<file path="src/rtl/alu_arbiter.sv">
// Two-requester round-robin front end for a shared combinational ALU.
// Flow is IDLE (grant) -> EXEC (ALU evaluates) -> RESP (hold response until accepted).
module alu_arbiter #(
  parameter int DATA_W = 32
) (
  input  logic              clk_i,
  input  logic              rst_i,
  input  logic              req0_valid_i,
  output logic              req0_ready_o,
  input  logic [DATA_W-1:0] req0_a_i,
  input  logic [DATA_W-1:0] req0_b_i,
  input  logic [2:0]        req0_op_i,
  input  logic              req1_valid_i,
  output logic              req1_ready_o,
  input  logic [DATA_W-1:0] req1_a_i,
  input  logic [DATA_W-1:0] req1_b_i,
  input  logic [2:0]        req1_op_i,
  output logic [DATA_W-1:0] alu_a_o,
  output logic [DATA_W-1:0] alu_b_o,
  output logic [2:0]        alu_op_o,
  input  logic [DATA_W-1:0] alu_result_i,
  input  logic              alu_carry_i,
  output logic              rsp_valid_o,
  input  logic              rsp_ready_i,
  output logic              rsp_id_o,
  output logic [DATA_W-1:0] rsp_result_o,
  output logic              rsp_carry_o,
  output logic              rsp_zero_o,
  output logic              rsp_err_o
);

  typedef enum logic [1:0] {IDLE, EXEC, RESP} state_t;

  state_t            state_q;
  logic              ptr_q;
  logic [DATA_W-1:0] alu_a_q;
  logic [DATA_W-1:0] alu_b_q;
  logic [2:0]        alu_op_q;
  logic              rsp_valid_q;
  logic              rsp_id_q;
  logic [DATA_W-1:0] rsp_result_q;
  logic              rsp_carry_q;
  logic              rsp_zero_q;
  logic              rsp_err_q;

  logic              gnt_vld;
  logic              gnt_id;
  logic [DATA_W-1:0] sel_a;
  logic [DATA_W-1:0] sel_b;
  logic [2:0]        sel_op;
  logic              illegal_op;
  logic [DATA_W-1:0] rsp_result_d;
  logic              rsp_carry_d;
  logic              rsp_zero_d;

  // ptr_q holds the last requester served; a tie goes to the other one.
  always_comb begin
    gnt_vld = 1'b0;
    gnt_id  = 1'b0;
    if (state_q == IDLE && !rst_i) begin
      if (req0_valid_i && req1_valid_i) begin
        gnt_vld = 1'b1;
        gnt_id  = ~ptr_q;
      end else if (req0_valid_i) begin
        gnt_vld = 1'b1;
        gnt_id  = 1'b0;
      end else if (req1_valid_i) begin
        gnt_vld = 1'b1;
        gnt_id  = 1'b1;
      end
    end
  end

  assign req0_ready_o = gnt_vld && !gnt_id;
  assign req1_ready_o = gnt_vld && gnt_id;

  assign sel_a  = gnt_id ? req1_a_i  : req0_a_i;
  assign sel_b  = gnt_id ? req1_b_i  : req0_b_i;
  assign sel_op = gnt_id ? req1_op_i : req0_op_i;

  assign illegal_op   = (alu_op_q == 3'd3) || (alu_op_q == 3'd4) || (alu_op_q == 3'd5);
  assign rsp_result_d = illegal_op ? '0 : alu_result_i;
  // The ALU carry is only meaningful for ADD and SUB; otherwise it is stale.
  assign rsp_carry_d  = ((alu_op_q == 3'd2) || (alu_op_q == 3'd6)) && alu_carry_i;
  assign rsp_zero_d   = (rsp_result_d == '0);

  always_ff @(posedge clk_i) begin
    if (rst_i) begin
      state_q      <= IDLE;
      ptr_q        <= 1'b1;
      alu_a_q      <= '0;
      alu_b_q      <= '0;
      alu_op_q     <= 3'd0;
      rsp_valid_q  <= 1'b0;
      rsp_id_q     <= 1'b0;
      rsp_result_q <= '0;
      rsp_carry_q  <= 1'b0;
      rsp_zero_q   <= 1'b0;
      rsp_err_q    <= 1'b0;
    end else begin
      case (state_q)
        IDLE: begin
          if (gnt_vld) begin
            alu_a_q  <= sel_a;
            alu_b_q  <= sel_b;
            alu_op_q <= sel_op;
            rsp_id_q <= gnt_id;
            state_q  <= EXEC;
          end
        end
        EXEC: begin
          rsp_result_q <= rsp_result_d;
          rsp_carry_q  <= rsp_carry_d;
          rsp_zero_q   <= rsp_zero_d;
          rsp_err_q    <= illegal_op;
          rsp_valid_q  <= 1'b1;
          state_q      <= RESP;
        end
        RESP: begin
          if (rsp_ready_i) begin
            rsp_valid_q <= 1'b0;
            ptr_q       <= rsp_id_q;
            state_q     <= IDLE;
          end
        end
        default: state_q <= IDLE;
      endcase
    end
  end

  assign alu_a_o      = alu_a_q;
  assign alu_b_o      = alu_b_q;
  assign alu_op_o     = alu_op_q;
  assign rsp_valid_o  = rsp_valid_q;
  assign rsp_id_o     = rsp_id_q;
  assign rsp_result_o = rsp_result_q;
  assign rsp_carry_o  = rsp_carry_q;
  assign rsp_zero_o   = rsp_zero_q;
  assign rsp_err_o    = rsp_err_q;

endmodule
</file>
<file path="config.mk">
export PLATFORM = sky130hd
export DESIGN_NAME = alu_arbiter
export DESIGN_NICKNAME = d
export VERILOG_FILES = /design/src/rtl/alu_arbiter.sv
export SDC_FILE = /design/constraint.sdc
export NUM_CORES = 1
export LEC_CHECK = 0
export BUFFER_PORTS_ARGS = -buffer_cell sky130_fd_sc_hd__buf_4
export CAP_MARGIN = 5
export CORE_MARGIN = 5
export CORE_UTILIZATION = 35
export DETAILED_ROUTE_END_ITERATION = 6
export PLACE_DENSITY = 0.69
export SYNTH_ARGS = -nofsm -noshare
export SYNTH_HDL_FRONTEND = slang
export SYNTH_SLANG_ARGS = --single-unit
</file>
<file path="constraint.sdc">
create_clock -name clk_i -period 2.8 [get_ports clk_i]
set_clock_uncertainty 0.05 [all_clocks]
set_input_delay 0.14 -clock clk_i [delete_from_list [all_inputs] [get_ports clk_i]]
set_output_delay 0.14 -clock clk_i [all_outputs]
set_load 0.02 [all_outputs]
</file>
==> summary.md, run 1 <==
| Metric | Value |
|---|---|
| CP Launch Type | flip-flop |
| Core Region | 0.01152 mm^2 |
| Setup Crit Path Kind | flip-flop to output pin |
| Post-synth EDFFs | 0 |
| Tmin final | ~2.1 ns |
| Worst hold path class | input port to flip-flop |
| Mapped Nets | 625 |
| CTS max path bufs | 2 |
| Max Cap Violations | 0 |
| Die span in x | 119.0 um |
| Most used DFF post-synth | dfxtp_1 |
| Grt ovf | 0 |
| P_int | 2.887 mW |
| Die Y | 119.0 um |
| Final Core Density | 62.78% |
| DRC viols | 0 |
| Hold Vio Cnt, Final | 0 |
| Critical-path cell list | nor3_4, and3_2, buf_12, buf_4 |
| RSZ-0062 raised after global routing | no |
| Total number of yosys warnings | 0 |
| Synth cell types | 28 |
| FMAX | 474.9 MHz |
| Final TNS setup | 0 ns |
| Routability-driven placement congestion ratio | about 0.85 |
| WP data required | 2.61 ns |
| Combinational power share | 22.6% |
| Worst path max stage delay | 0.48 ns |
| Maximum fanout along the worst path | 36 |
| Power Total | 3.995 mW |
| Clock share of power | between 30% and 40% |
| Vias per cell | roughly 5.1 |
| TritonCTS clock tree | yes |
| Crit end category | output pin |
| Detailed Route Iter0 Violations | 291 |
| Final net count | 942 |
| Slew headroom | 23.69% |
| Overall routed net length | 15710 um |
| Outcome | finished, final reports clean |
| Cell Rows | 39 |
| Psw | around 1.1 mW |
| Syn-to-layout area delta | 73.72% |
| Die ar. | approximately 0.014 mm^2 |
| Final hold slack | 0.01089 ns |
| Starting Density | a little over a third |
| CTS Buf Count | 9 |
| HPWL after detailed placement | 10840 um |
| Number of global-route vias before repair | between 4000 and 5000 |
| Slowest CP cell | and3_2 |
| Post-route clock period utilization | 75.21% |
| Total I/O pin count | 278 |
| Routed Antenna Nets | 0 |
| # setup viols final | 0 |
| H-tree depth | 3 |
| Cell Pwr Density | between 500 and 600 mW/mm^2 |
| CTS Root Buffer Type | clkbuf_16 |
| Critical path arrival | roughly 1.9 ns |
| Vias | 4732 |
| Syn_area_per_cell | 9.187 um^2 |
| GRT Util Overall | approximately a fifth |
| Synthesized area | 0.004161 mm^2 |
| Post-Synthesis Cells | ~450 |
| Yosys reg bits | approximately 110 |
| Layout cells sized above 1 | 42.58% |
| Reg power frac | 42.3% |
| Ys async rst share | 0% |
| LEAKAGE | around 3.1 nW |
| Clk pin slew, worst setup/hold paths | 0.07 ns |
| Worst skew pair latency | approximately 0.34 ns |
| Max Slew Vio Count | 0 |
| Antenna violations before repair | 2 |
| Max VDD drop | 353.3 uV |
| Worst slew pin tran | 1.145 ns |
| Sequential fraction of the synthesis area | 51.47% |
| IO buf count | approximately 280 |
| CTS sink cnt | 107 |
| First-pass GRT wire length | 24930 um |
| Wirelength per Cell | 17.09 um |
| First-pass DRT Iterations | 5 |
| Sw frac | between 20 and 30% |
| Largest net degree at the start of global routing | 107 |
## synth_stat cells, types with 2 or more instances
master	count	area (um^2)
nor3_1	3	15.01
nor2_1	37	138.9
dfxtp_1	107	2142
nor3_4	2	32.53
inv_1	2	7.510
nor4_1	8	50.05
a21oi_1	60	300.3
buf_4	5	37.54
a22oi_2	10	125.1
a21oi_2	10	87.58
a22oi_1	89	668.1
nor2b_1	2	12.51
buf_6	5	56.30
nand4_1	2	12.51
clkbuf_1	17	63.81
nand2_1	69	259.0
buf_2	14	70.07
## worst paths after layout
| path | from | end | slack [ns] | cells after the start |
|---|---|---|---|---|
| hold / removal | req0_b_i[16] | alu_b_o[16]$_SDFFE_PP0P_ | 0.01 | 3 |
| setup reg to reg | state_q[1]$_SDFFE_PP0P_ | alu_a_o[20]$_SDFFE_PP0P_ | 0.98 | 5 |
| hold reg to reg | rsp_err_o$_SDFFE_PP0P_ | rsp_err_o$_SDFFE_PP0P_ | 0.45 | 2 |
| setup / recovery | state_q[1]$_SDFFE_PP0P_ | req1_ready_o | 0.69 | 4 |
## state kept, by name, indices dropped and copies added, names as in the netlist
| register | count |
|---|---|
| alu_a_o | 32 |
| ptr_q | 1 |
| rsp_valid_o | 1 |
| state_q | 2 |
| rsp_err_o | 1 |
| rsp_result_o | 32 |
| alu_op_o | 3 |
| alu_b_o | 32 |
| rsp_id_o | 1 |
| rsp_zero_o | 1 |
| rsp_carry_o | 1 |
## through the flow
stage | area (um^2) | cells | setup WS [ns]
finish | 7229 | 919 | 0.6942
global route | 7229 | 919 | 0.6040
CTS | 7227 | 918 | 0.6766
detailed placement | 6285 | 841 | 0.9775
global placement | 6285 | 841 | 1.049
floorplan | 4161 | 453 | 1.368
## power by group through the flow
stage	Combinational, mW	Clock (mW)	Sequential (mW)
floorplan	0.297	0	1.84
CTS	0.904	1.44	1.69
finish	0.903	1.40	1.69
detailed placement	0.835	0	1.72
global route	0.970	1.50	1.70
global placement	0.822	0	1.72
## worst max-delay path: cells and delay by family, from the launching register on
kind | cells | cell delay, ns
buffers and inverters | 2 | 0.45
DFF | 1 | 0.36
and+or+nand+nor | 2 | 0.74
## routing by layer
| metal | wire length [um] | global-route usage, % | vias up | share of wire, % |
|---|---|---|---|---|
| met3 | 1663 | 8.009 | 45 | 11 |
| li1 | - | - | 2272 | - |
| met1 | 5639 | 22.23 | 2165 | 36 |
| met5 | 13 | 0 | - | 0.083 |
| met2 | 7749 | 37.58 | 248 | 49 |
| met4 | 639 | 10.43 | 2 | 4.1 |
## timing repair
action / in CTS / in global routing
endpoints found under the hold margin: 61 / 0
resized for setup: 0 / 0
setup buffers: 0 / 0
hold buffers: 61 / 0
setup endpoints to repair: 0 / 0
## cell families (layout without fill, tap and decap cells)
family	Yosys count	count (layout)	synth area share, %
AOI/OAI and AO/OA	173	173	29.04
and+or+nand+nor	129	129	13.56
DFF	107	107	51.47
buffers and inverters	43	365	5.653
muxes	1	1	0.2706
other	0	1	0
## layout by cell type (no fill, tap or decap), drive strengths merged, types with 2 or more instances in the layout
| cell type | Yosys | final |
|---|---|---|
| buf | 24 | 286 |
| dfxtp | 107 | 107 |
| a22oi | 99 | 99 |
| a21oi | 70 | 70 |
| nand2 | 69 | 69 |
| dlygate4sd3 | 0 | 61 |
| nor2 | 37 | 37 |
| clkbuf | 17 | 9 |
| nor4 | 8 | 8 |
| inv | 2 | 6 |
| nor3 | 5 | 5 |
| nor2b | 2 | 2 |
| nand4 | 2 | 2 |
| bufinv | 0 | 2 |
| o21ai | 2 | 2 |
## area by class of cell
class / count / area [um^2]
Fill cell: 962 / 4287
Timing Repair Buffer: 347 / 2770
Sequential cell: 107 / 2142
Multi-Input combinational cell: 303 / 1797
Clock buffer: 9 / 225.2
Tap cell: 143 / 178.9
Clock inverter: 7 / 106.4
Inverter: 2 / 7.507
Antenna cell: 1 / 2.502
(Power assumes the default switching activity.)
==> run 2: changes to the inputs <==
- clock period: 2.8 -> 2.15 ns (I/O delays scaled with it)
==> summary.md, run 2 (synthesis results as in run 1) <==
| Metric | Value |
|---|---|
| Routability-driven placement congestion ratio | 0.8126 (-4.1%) |
| # setup viols final | 0 (unchanged) |
| Routed Antenna Nets | 0 (unchanged) |
| Maximum fanout along the worst path | 35 (-2.8%) |
| Slew headroom | 20.69% (-3.0 points) |
| Total I/O pin count | 278 (unchanged) |
| Largest net degree at the start of global routing | 107 (unchanged) |
| Slowest CP cell | dfxtp_1 |
| Min-delay src | req1_a_i[0] |
| Overall routed net length | 17970 um (+14%) |
| Final TNS setup | 0 ns (unchanged) |
| Wirelength per Cell | 17.97 um (+5.2%) |
| GRT Util Overall | 24.55% (+3.2 points) |
| DRC viols | 0 (unchanged) |
| Max Cap Violations | 0 (unchanged) |
| Hold path depth | 3 (unchanged) |
| Reg2reg path depth | 5 (unchanged) |
| Vias | 5162 (+9.1%) |
| Fill cell count | 829 (-14%) |
| Number of global-route vias before repair | 5523 (+12%) |
| Die ar. | 0.01417 mm^2 (unchanged) |
| Cells resized by post-CTS repair | 0 (unchanged) |
| Vias per cell | 5.162 (+0.25%) |
| Clk pin slew, worst setup/hold paths | 0.07 ns (about the same) |
| Final net count | 1021 (+8.4%) |
| Register area | 0.002142 mm^2 (unchanged) |
| Worst path max stage delay | 0.36 ns (-0.12 ns) |
| Detailed Route Iter0 Violations | 345 (+19%) |
| Outcome | finished, final reports clean |
| Largest delay share family, worst path | buffers and inverters |
| CP startpoint | state_q[1]$_SDFFE_PP0P_ |
| Setup Crit Path Kind | flip-flop to output pin |
| Hold Vio Cnt, Final | 0 (unchanged) |
| Worst slew pin tran | 1.190 ns (+0.04498 ns) |
| Tmin final | approximately 1.9 ns |
| CTS sink cnt | 107 (unchanged) |
| Commonest non-fill, non-tap cell in the layout | buf_4 |
| Max Slew Vio Count | 0 (unchanged) |
| Critical path arrival | 1.77 ns (-0.15 ns) |
| Syn-to-layout area delta | 92.15% |
| WP data required | 1.99 ns (-0.62 ns) |
| Critical-path cell list | nor3_4, o211a_2, buf_4, buf_4 |
| Cell Rows | 39 (unchanged) |
| CTS Root Buffer Type | clkbuf_16 |
| RSZ-0062 raised after global routing | no |
| Worst hold path class | input port to flip-flop |
| Grt ovf | 0 (unchanged) |
| Post-route clock period utilization | just under 90% |
| FMAX | 519.8 MHz |
| First-pass GRT wire length | 28410 um (+14%) |
| Final hold slack | 0.006400 ns (-0.004487 ns) |
| Starting Density | 36.14% (unchanged) |
| CTS Buf Count | 9 (unchanged) |
| Reg-to-reg startpoint | state_q[1]$_SDFFE_PP0P_ |
| Pre-CTS WS | 0.4258 ns (-0.5517 ns) |
| Power Total | 5.097 mW (+28%) |
| CTS max path bufs | 2 (unchanged) |
| CP Launch Type | flip-flop |
| Crit end category | output pin |
| Most used cells in the layout excluding fill and tap cells | buf_4 (283), dlygate4sd3_1 (140), dfxtp_1 (107) |
| Worst R2R Setup Slack | 0.33 ns (-0.65 ns) |
| Multi-input gate area | 0.001797 mm^2 (unchanged) |
| CP most frequent cell | buf_4 |
| Worst skew pair latency | 0.34 ns (about the same) |
| Hold-fix buffers, CTS | 140 (+130%) |
| HPWL after detailed placement | 10870 um (+0.34%) |
| Max VDD drop | 466.5 uV (+32%) |
| PnR worst setup slack | 0.2261 ns (-0.4680 ns) |
| H-tree depth | 3 (unchanged) |
| FF-to-FF End | alu_a_o[13]$_SDFFE_PP0P_ |
| Die span in x | 119.0 um (unchanged) |
| LEAKAGE | 3.447 nW (+9.6%) |
| IO buf count | 277 (unchanged) |
| Cell Pwr Density | 637.5 mW/mm^2 (+15%) |
| Layout cells sized above 1 | 38.52% (-4.1 points) |
| First-pass DRT Iterations | 5 (unchanged) |
| Bufs and invs on worst path | 2 (unchanged) |
| Hold endpoint | alu_a_o[0]$_SDFFE_PP0P_ |
| TritonCTS clock tree | yes |
| Die Y | 119.0 um (unchanged) |
| Core Region | 0.01152 mm^2 (unchanged) |
| Postcts setup bufs | 0 (unchanged) |
| Antenna violations before repair | 2 (unchanged) |
## run 2: per-stage QoR
stage,std cells,area (um^2),utilization [%]
global placement,841,6310,54.79
finish,1000,7996,69.44
detailed placement,841,6310,54.79
global route,999,7994,69.42
floorplan,453,4161,-
CTS,997,7989,69.37
## run 2: layout make-up
type	instances	area share, %
tap	143	2.238
clock inverter	6	0.6102
clock buffer	10	2.863
inverter	2	0.09388
sequential	107	26.79
antenna	3	0.09388
multi-input combinational	303	22.47
timing repair buffer	426	44.84
## run 2: where the power goes
group          leakage (nW)  total, mW  internal, mW  switching [mW]
Combinational          2.45       1.33         0.699           0.627
Clock                 0.126       1.57         0.797           0.769
Sequential            0.874       2.21          2.12          0.0873
## run 2: how the worst max path moves through the flow
stage | end | slack, ns | depth (start not counted)
2_1_floorplan | alu_b_o[10]$_SDFFE_PP0P_ | 0.72 | 7
3_3_place_gp | alu_a_o[11]$_SDFFE_PP0P_ | 0.47 | 5
3_5_place_dp | alu_b_o[0]$_SDFFE_PP0P_ | 0.43 | 5
4_1_cts | req0_ready_o | 0.21 | 4
5_1_grt | req0_ready_o | 0.12 | 4
6_report | req0_ready_o | 0.23 | 4
## run 2: routing by layer
| metal | global-route usage [%] | wire length (um) |
|---|---|---|
| met1 | 26.09 | 6652 |
| met2 | 42.53 | 8861 |
| met5 | 0 | 0 |
| met4 | 13.25 | 765 |
| met3 | 8.673 | 1695 |
## run 2: tightest hold or removal path: stages
cell     delay (ns)
buf_4          0.08
a22oi_1        0.06
a21oi_1        0.12
==> run 3: changes to the inputs <==
- BUFFER_PORTS_ARGS: -buffer_cell sky130_fd_sc_hd__buf_4 -> not set
- CORE_MARGIN: 5 -> 8
- DONT_BUFFER_PORTS: not set -> 1
- PLACE_DENSITY: 0.69 -> not set
==> summary.md, run 3 <==
| Metric | Value |
|---|---|
| Top-count cell post-synth | dfxtp_1 |
| Die Y | 125.0 um (+5.0%) |
| Post-synth EDFFs | 0 (unchanged) |
| Cells resized by post-CTS repair | 0 (unchanged) |
| Mapped Nets | 625 (unchanged) |
| Post-synth top area share | 51.47% (unchanged) |
| Total I/O pin count | 278 (unchanged) |
| HPWL after detailed placement | 9212 um (-15%) |
| Hold-fix buffers, CTS | 117 (-16%) |
| Yosys reg bits | 107 (unchanged) |
| Ys async rst share | 0% (unchanged) |
| Stop stage | 4_1_cts |
| Die span in x | 125.0 um (+5.0%) |
| Area leader, netlist | dfxtp_1 |
| Most used DFF post-synth | dfxtp_1 |
| Area after DPL | 0.004220 mm^2 (-33%) |
| Synth cell types | 28 (unchanged) |
| Tool Error | [ERROR RSZ-0060] Max buffer count reached. |
| Dpl cells | 566 (-33%) |
| H-tree depth | 3 (unchanged) |
| Starting Density | 35.23% (-0.90 points) |
| Routability-driven placement congestion ratio | 0.7233 (-11%) |
| Outcome | did not finish |
| Postcts setup bufs | 0 (unchanged) |
| Post-Synthesis Cells | 453 (unchanged) |
| Total number of yosys warnings | 0 (unchanged) |
| CTS sink cnt | 107 (unchanged) |
| Cell Rows | 40 (+2.6%) |
| Most common library cells after synthesis | dfxtp_1 (107), a22oi_1 (89), nand2_1 (69), a21oi_1 (60), nor2_1 (37) |
| Syn_area_per_cell | 9.187 um^2 (unchanged) |
| Top post-synthesis cells by area | dfxtp_1 (51%), a22oi_1 (16%), a21oi_1 (7.2%) |
| CTS Root Buffer Type | clkbuf_16 |
| CTS max path bufs | 2 (unchanged) |
| CTS Buf Count | 9 (unchanged) |
| Sequential fraction of the synthesis area | 51.47% (unchanged) |
| Synthesized area | 0.004161 mm^2 (unchanged) |
| IO buf count | 0 (-100%) |
==> run 3: cell counts after synthesis <==
Identical to the previous run, type by type.
==> run 3: logic make-up after synthesis <==
group / synth area share (%)
AO/OA/AOI/OAI: 29.04
AND/OR/NAND/NOR: 13.56
flip-flops: 51.47
buffers and inverters: 5.653
multiplexers: 0.2706
==> run 3: through the flow <==
stage,utilization [%],setup slack (ns),hold WS [ns]
after detailed placement,35.73,0.3724,0.1308
after global placement,35.73,0.4238,0.1306
after floorplan,-,0.7176,0.1980
==> run 4: changes to the inputs <==
- CORE_UTILIZATION: 35 -> 20
- PLACE_DENSITY_LB_ADDON: not set -> 0.15
==> summary.md, run 4 <==
| Metric | Value |
|---|---|
| Outcome | did not finish |
| Stop stage | 4_1_cts |
| Tool Error | [ERROR RSZ-0060] Max buffer count reached. |
| CTS sink cnt | 107 (unchanged) |
| Post-synth EDFFs | 0 (unchanged) |
| CTS Buf Count | 9 (unchanged) |
| Mapped Nets | 625 (unchanged) |
| Ys async rst share | 0% (unchanged) |
| Total I/O pin count | 278 (unchanged) |
| Top-count cell post-synth | dfxtp_1 |
| Synth cell types | 28 (unchanged) |
| Die Y | 160.2 um (+28%) |
| Cell Rows | 52 (+30%) |
| Yosys reg bits | 107 (unchanged) |
| Most used DFF post-synth | dfxtp_1 |
| Total number of yosys warnings | 0 (unchanged) |
| Sequential fraction of the synthesis area | 51.47% (unchanged) |
| Post-Synthesis Cells | 453 (unchanged) |
| H-tree depth | 3 (unchanged) |
| Die span in x | 160.2 um (+28%) |
| Starting Density | 20.50% (-15 points) |
| Hold-fix buffers, CTS | 142 (+21%) |
| HPWL after detailed placement | 10550 um (+15%) |
| Cells resized by post-CTS repair | 0 (unchanged) |
| Most common library cells after synthesis | dfxtp_1 (107), a22oi_1 (89), nand2_1 (69), a21oi_1 (60), nor2_1 (37) |
| IO buf count | 0 (unchanged) |
| Area leader, netlist | dfxtp_1 |
| Synthesized area | 0.004161 mm^2 (unchanged) |
| Routability-driven placement congestion ratio | 0.7717 (+6.7%) |
| CTS Root Buffer Type | clkbuf_16 |
| Postcts setup bufs | 0 (unchanged) |
| Syn_area_per_cell | 9.187 um^2 (unchanged) |
| Top post-synthesis cells by area | dfxtp_1 (51%), a22oi_1 (16%), a21oi_1 (7.2%) |
| CTS max path bufs | 2 (unchanged) |
| Post-synth top area share | 51.47% (unchanged) |
run 4: cell counts after synthesis:
Identical to the previous run, type by type.
run 4: through the flow:
step / utilization [%] / cell area (um^2) / instances / setup slack (ns)
detailed placement: 21.65 / 4394 / 689 / 0.3176
global placement: 21.65 / 4394 / 689 / 0.3562
floorplan: - / 4161 / 453 / 0.7176
run 4: logic make-up after synthesis:
family / share of synthesized area [%]
buffers and inverters: 5.653
and+or+nand+nor: 13.56
AOI/OAI and AO/OA: 29.04
DFF: 51.47
muxes: 0.2706
